==> src/rtl/pc_gen.sv <==
// ---------------------------------------------------------------------------
// PcGen -- fetch program-counter generator with an optional return-address
// stack.
//
// Chooses the next fetch address from a fixed priority of redirect sources:
// branch mispredict, resolved JALR, decoded JAL, RAS-predicted return,
// predicted-taken branch, then sequential pc + 4.
//
// Optional feature macro: RV6_PC_RAS_EN
//   defined   -> a circular return-address stack is built; ras_pop can
//                redirect to the stack top and ras_hit/ras_cnt are live.
//   undefined -> no RAS storage; ras_push/ras_pop/ras_flush are ignored and
//                ras_hit/ras_cnt are tied to zero.
//
// Ports:
//   clk                       rising-edge clock for all state
//   rst                       asynchronous active-high reset
//   pc            [XLEN]      registered fetch address
//   stall                     freezes all state and ignores every request
//   pr_miss/br_addr           mispredict redirect and target
//   jalr_taken/jalr_addr      resolved JALR redirect and target
//   jal_taken/jal_addr        decoded JAL redirect and target
//   pr_taken/pr_offs          predicted-taken branch, signed offset from pc
//   ras_push/ras_push_addr    call detected, return address to remember
//   ras_pop                   return detected, asks for a RAS redirect
//   ras_flush                 empties the RAS
//   ras_hit                   one cycle after a RAS redirect was applied
//   ras_cnt                   number of valid RAS entries
// ---------------------------------------------------------------------------
module pc_gen #(
    parameter int          XLEN         = 64,
    parameter logic [63:0] RESET_VECTOR = 64'h80000000,
    parameter int          BOFFS_W      = 13,
    parameter int          RAS_DEPTH    = 8
) (
    input  logic                           clk,
    input  logic                           rst,
    output logic [XLEN-1:0]                pc,
    input  logic                           stall,
    input  logic                           pr_miss,
    input  logic [XLEN-1:0]                br_addr,
    input  logic                           jalr_taken,
    input  logic [XLEN-1:0]                jalr_addr,
    input  logic                           jal_taken,
    input  logic [XLEN-1:0]                jal_addr,
    input  logic                           pr_taken,
    input  logic [BOFFS_W-1:0]             pr_offs,
    input  logic                           ras_push,
    input  logic [XLEN-1:0]                ras_push_addr,
    input  logic                           ras_pop,
    input  logic                           ras_flush,
    output logic                           ras_hit,
    output logic [$clog2(RAS_DEPTH):0]     ras_cnt
);

    localparam int              CNT_W    = $clog2(RAS_DEPTH) + 1;
    localparam logic [XLEN-1:0] RESET_PC = RESET_VECTOR[XLEN-1:0];

    logic [XLEN-1:0] pc_q;
    logic [XLEN-1:0] pc_d;
    logic [XLEN-1:0] offs_sext;
    logic            ras_redirect;
    logic [XLEN-1:0] ras_target;

    assign offs_sext = {{(XLEN-BOFFS_W){pr_offs[BOFFS_W-1]}}, pr_offs};

`ifdef RV6_PC_RAS_EN
    localparam int PTR_W = $clog2(RAS_DEPTH);

    logic [XLEN-1:0]  ras_mem [RAS_DEPTH];
    logic [PTR_W-1:0] top_q;
    logic [PTR_W-1:0] top_d;
    logic [CNT_W-1:0] cnt_q;
    logic [CNT_W-1:0] cnt_d;
    logic             hit_q;
    logic             wr_en;
    logic [PTR_W-1:0] wr_ptr;

    // A pop only counts when the stack holds something, no flush is asking
    // to empty it and no architectural redirect outranks the prediction.
    assign ras_redirect = ras_pop && (cnt_q != '0) && !ras_flush
                          && !pr_miss && !jalr_taken && !jal_taken;
    assign ras_target   = ras_mem[top_q];

    // Stack bookkeeping. A pop+push in the same cycle reuses the slot just
    // consumed, so pointer and count stay put. Pointer arithmetic wraps, so
    // a push into a full stack silently overwrites the oldest entry.
    always_comb begin
        top_d  = top_q;
        cnt_d  = cnt_q;
        wr_en  = 1'b0;
        wr_ptr = top_q;
        if (ras_flush) begin
            top_d = '0;
            cnt_d = '0;
        end else if (ras_redirect && ras_push) begin
            wr_en  = 1'b1;
            wr_ptr = top_q;
        end else if (ras_redirect) begin
            top_d = top_q - PTR_W'(1);
            cnt_d = cnt_q - CNT_W'(1);
        end else if (ras_push) begin
            top_d  = top_q + PTR_W'(1);
            wr_en  = 1'b1;
            wr_ptr = top_q + PTR_W'(1);
            if (cnt_q != CNT_W'(RAS_DEPTH)) begin
                cnt_d = cnt_q + CNT_W'(1);
            end
        end
    end

    // Stack control state; everything freezes while stalled.
    always_ff @(posedge clk or posedge rst) begin
        if (rst) begin
            top_q <= '0;
            cnt_q <= '0;
            hit_q <= 1'b0;
        end else if (!stall) begin
            top_q <= top_d;
            cnt_q <= cnt_d;
            hit_q <= ras_redirect;
        end
    end

    // Entry storage carries no reset; validity is tracked by the count.
    always_ff @(posedge clk) begin
        if (!stall && wr_en) begin
            ras_mem[wr_ptr] <= ras_push_addr;
        end
    end

    assign ras_hit = hit_q;
    assign ras_cnt = cnt_q;
`else
    logic unused_ras;

    assign ras_redirect = 1'b0;
    assign ras_target   = '0;
    assign ras_hit      = 1'b0;
    assign ras_cnt      = '0;
    assign unused_ras   = ^{ras_push, ras_push_addr, ras_pop, ras_flush};
`endif

    // Next-pc priority mux.
    always_comb begin
        pc_d = pc_q + XLEN'(4);
        if (pr_miss) begin
            pc_d = br_addr;
        end else if (jalr_taken) begin
            pc_d = jalr_addr;
        end else if (jal_taken) begin
            pc_d = jal_addr;
        end else if (ras_redirect) begin
            pc_d = ras_target;
        end else if (pr_taken) begin
            pc_d = pc_q + offs_sext;
        end
    end

    always_ff @(posedge clk or posedge rst) begin
        if (rst) begin
            pc_q <= RESET_PC;
        end else if (!stall) begin
            pc_q <= pc_d;
        end
    end

    assign pc = pc_q;

endmodule

==> config.mk <==
export PLATFORM = sky130hd
export DESIGN_NAME = pc_gen
export DESIGN_NICKNAME = d
export VERILOG_FILES = /design/src/rtl/pc_gen.sv
export SDC_FILE = /design/constraint.sdc
export NUM_CORES = 1
export LEC_CHECK = 0
export CAP_MARGIN = 30
export CELL_PAD_IN_SITES_DETAIL_PLACEMENT = 1
export CELL_PAD_IN_SITES_GLOBAL_PLACEMENT = 1
export CORE_ASPECT_RATIO = 1.4
export CORE_MARGIN = 2
export CORE_UTILIZATION = 35
export DETAILED_ROUTE_END_ITERATION = 10
export PLACE_DENSITY = 0.95
export SYNTH_ARGS = -nofsm -noshare
export SYNTH_HDL_FRONTEND = slang
export SYNTH_SLANG_ARGS = --single-unit
==> constraint.sdc <==
create_clock -name clk -period 6.9 [get_ports clk]
set_clock_uncertainty 0.05 [all_clocks]
set_input_delay 0.69 -clock clk [delete_from_list [all_inputs] [get_ports clk]]
set_output_delay 0.69 -clock clk [all_outputs]
set_load 0.01 [all_outputs]
==> qor.tcl <==
set qor(status) {complete, no violations}
set qor(timing.critical_path.slowest_cell_delay_ns) 0.49
set qor(power.combinational.fraction) 0.531
set qor(ys_seq_area_frac) 0.170
set qor(post_cts_resized) 0
set qor(tritoncts.num_buffers) 9
set qor(fraction_of_final_layout_cells_with_drive_strength_greater_than_1) 0.0474
set qor(cp_num_buf_inv) 2
set qor(fillerInstances) 3315
set qor(asyncSetResetFlopFracSynth) 1.00
set qor(syn_inst_count) 1309
set qor(endpoint_kind) {register}
set qor(route.vias.total) 11900
set qor(routed-wl-met2_mm) 23.1
set qor(fin_crit_sh) 0.626
set qor(die_h_um) 198
set qor(rel_slew_slack) 0.409
set qor(final.min_clock_period_ns) 4.32
set qor(max_slew.worst_pin.slew_ns) 0.880
set qor(grt_first_pass_wirelength_mm) 69.9
set qor(cts.sink_count) 64
set qor(hold_start) {pc[0]$_DFFE_PP0P_}
set qor(reg2reg_slack_ns) 2.95
set qor(peak_supply_drop_v) 0.000125
set qor(ctsRootBufferMaster) {clkbuf_16}
set qor(reg2regPathDepth) 14
set qor(total_number_of_yosys_warnings) 0
set qor(grt_start_max_net_pins) 65
set qor(synthFlopType) {dfrtp_1}
set qor(whs_endpoint) {pc[0]$_DFFE_PP0P_}
set qor(p_int_mw) 1.42
set qor(share_seq_of_total_power) 0.218
set qor(p_switching_mw) 1.05
set qor(cts_tree) {done}
set qor(crit_fanout) 5
set qor(worstSkewPairLatency_ns) 0.37
set qor(cp.required_ns) 7.12
set qor(worstHoldPathCells) 2
set qor(mostFrequentLayoutCell) {clkdlybuf4s50_1}
set qor(die_w_um) 143
set qor(unrepaired_setup_endpoints_after_global_routing) {false}
set qor(slew_violations) 0
set qor(routed_wl_mm) 46.0
set qor(worstReg2RegStart) {pc[0]$_DFFE_PP0P_}
set qor(initial_core_utilization) 0.353
set qor(routed_wire_length_per_instance_um) 24.1
set qor(cellPowerDensity_mw_per_mm2) 192
set qor(setup_violations) 0
set qor(ys_types) 85
set qor(place_area_mm2) 0.0125
set qor(synth_area_mm2) 0.00944
set qor(swShare) 0.425
set qor(top_level_ports) 348
set qor(worst_hold_path_type) {register to register}
set qor(cts.reportedPaths.clkPinSlew_ns) 0.07
set qor(setup.worst_path.class) {input port to register}
set qor(nNetsFinal) 1880
set qor(worst_path_max_delay_cell) {a2111o_1}
set qor(crit_family) {compound AO/OA/AOI/OAI gates}
set qor(max_clock_freq_mhz) 231
set qor(placement_rows) 71
set qor(finish.instance_area_mm2) 0.0129
set qor(cts_hold_buffers) 0
set qor(finalHoldViolCount) 0
set qor(vias_in_the_first_global_route) 12700
set qor(flow.area_growth_from_synthesis_pct) 36.4
set qor(met3WireLength_mm) 2.60
set qor(globalplace.congestion) 0.924
set qor(synth.avg_cell_area_um2) 7.21
set qor(core-area_mm2) 0.0267
set qor(cells_along_the_critical_path) {clkdlybuf4s50_1 > ha_1 > inv_1 > fa_1 > nand2b_1 > a21oi_1 > o2111ai_1 > a2111o_1 > a31oi_2 > a21o_2 > o21a_1 > a21boi_0 > xnor2_1 > a21oi_1 > o221ai_1}
set qor(highest_count_cells_in_the_layout_ignoring_fill_and_taps) {269 x clkdlybuf4s50_1, 137 x a21oi_1, 121 x nand2_1}
set qor(clockBufferDepth) 2
set qor(timing.max_cap.violations) 0
set qor(die_area_mm2) 0.0283
set qor(postLayoutCoreUtil) 0.482
set qor(setup.worst_path.start_class) {input port}
set qor(route.layer.met1.wl_mm) 16.5
set qor(remaining_drc_errors) 0
set qor(first_pass_iters) 5
set qor(tns_setup_ns) 0
set qor(drt-vias-per-instance) 6.26
set qor(dpl.hpwl_mm) 35.1
set qor(arrival_ns) 4.55
set qor(port-buffer-count) 275
set qor(first_iter_violations) 589
set qor(largest_register_ff_count) 64
set qor(cts_setup_buffers) 0
set qor(total_leakage_power_nw) 5.05
set qor(synth_enable_flop_cells) 0
set qor(topRoutingLayerUsed) {met5}
set qor(clock_tree.htree_level_count) 3
set qor(initial_antenna_violation_count) 3
set qor(gr-usage-all-layers) 0.321
set qor(synth_seq_cells) 64
set qor(clkPwrFrac) 0.250
set qor(regToRegEndpoint) {pc[52]$_DFFE_PP0N_}
set qor(timing.critical_path.mode_cell) {a21oi_1}
set qor(antenna_violating_nets_post_route) 0
set qor(grt.overflow.total) 0
## cell type report
type	instances	area, um^2	area share
multi-input cells	1131	7390	0.574
repair buffers	300	2950	0.229
flip-flops and latches	64	1600	0.124
well taps	365	457	0.0355
clock buffers	11	243	0.0188
clock inverters	5	128	0.00991
inverters	30	113	0.00874
diodes	1	2.50	0.000194
## synth_stat cells (7+ instances only)
cell type | number | area, um^2
a211oi_1 | 25 | 188
a21o_1 | 34 | 255
a21oi_1 | 137 | 686
a221o_1 | 21 | 210
a221oi_1 | 20 | 175
a22oi_1 | 27 | 203
a31oi_1 | 12 | 75.1
and2_1 | 9 | 56.3
and3_1 | 20 | 125
and4_1 | 12 | 105
buf_1 | 10 | 37.5
clkbuf_1 | 69 | 259
dfrtp_1 | 63 | 1580
ha_1 | 64 | 801
inv_1 | 28 | 105
mux2i_1 | 9 | 90.1
nand2_1 | 121 | 454
nand2b_1 | 10 | 62.6
nand3_1 | 45 | 225
nand4_1 | 22 | 138
nor2_1 | 121 | 454
nor2b_1 | 12 | 75.1
nor3_1 | 25 | 125
o211ai_1 | 17 | 128
o21a_1 | 14 | 105
o21ai_0 | 113 | 566
o21bai_1 | 9 | 67.6
o221ai_1 | 7 | 61.3
o22ai_1 | 10 | 62.6
xnor2_1 | 64 | 561
xor2_1 | 39 | 342
## through the flow
step	cells	power [mW]	setup WS [ns]	hold slack [ns]
2_1_floorplan	1313	1.30	3.42	0.537
6_report	1907	2.47	2.58	0.558
5_1_grt	1907	2.60	2.30	0.594
3_3_place_gp	1888	1.78	2.25	0.503
3_5_place_dp	1889	1.83	2.29	0.541
4_1_cts	1905	2.46	2.61	0.555
## power groups by stage
stage / registers [mW] / clock network [mW] / logic (mW)
after floorplan: 0.527 / 0 / 0.777
after global placement: 0.538 / 0 / 1.25
after detailed placement: 0.542 / 0 / 1.28
after CTS: 0.535 / 0.625 / 1.30
after global routing: 0.546 / 0.637 / 1.42
final: 0.539 / 0.618 / 1.31
## routing by layer
layer,vias to the layer above,global-route usage
li1,5382,-
met4,4,0.248
met1,5754,0.335
met5,-,0
met3,227,0.0522
met2,573,0.569
## kinds of logic after synthesis
kind of cell,after synthesis,share of synthesized area
compound gates,522,0.371
xor+xnor,103,0.0956
mux,9,0.00954
other cells,1,0.000397
fa+ha+maj,65,0.0869
simple gates,427,0.217
flops,64,0.170
buf+inv,118,0.0494
## worst max-delay path by stage
stage | slack (ns) | end | start | cells past startpoint
final | 2.58 | pc[52]$_DFFE_PP0N_ | pr_offs[0] | 15
after global routing | 2.30 | pc[56]$_DFFE_PP0N_ | pr_offs[0] | 15
after CTS | 2.61 | pc[52]$_DFFE_PP0N_ | pr_offs[0] | 15
after floorplan | 3.42 | pc[52]$_DFFE_PP0N_ | pr_offs[0] | 14
after detailed placement | 2.29 | pc[62]$_DFFE_PP0N_ | pr_offs[0] | 15
after global placement | 2.25 | pc[62]$_DFFE_PP0N_ | pr_offs[12] | 13
## worst reg2reg max path: stages, from the launching register on
cell       delay [ns]
dfrtp_1          0.39
ha_1             0.22
inv_1            0.07
fa_1             0.37
nand2b_1         0.20
a21oi_1          0.34
o2111ai_1        0.25
a2111o_1         0.49
a31oi_2          0.32
a21o_2           0.25
o21a_1           0.22
a21boi_0         0.13
xnor2_1          0.22
a21oi_1          0.10
o221ai_1         0.23
Power figures use the tool's default switching activity.
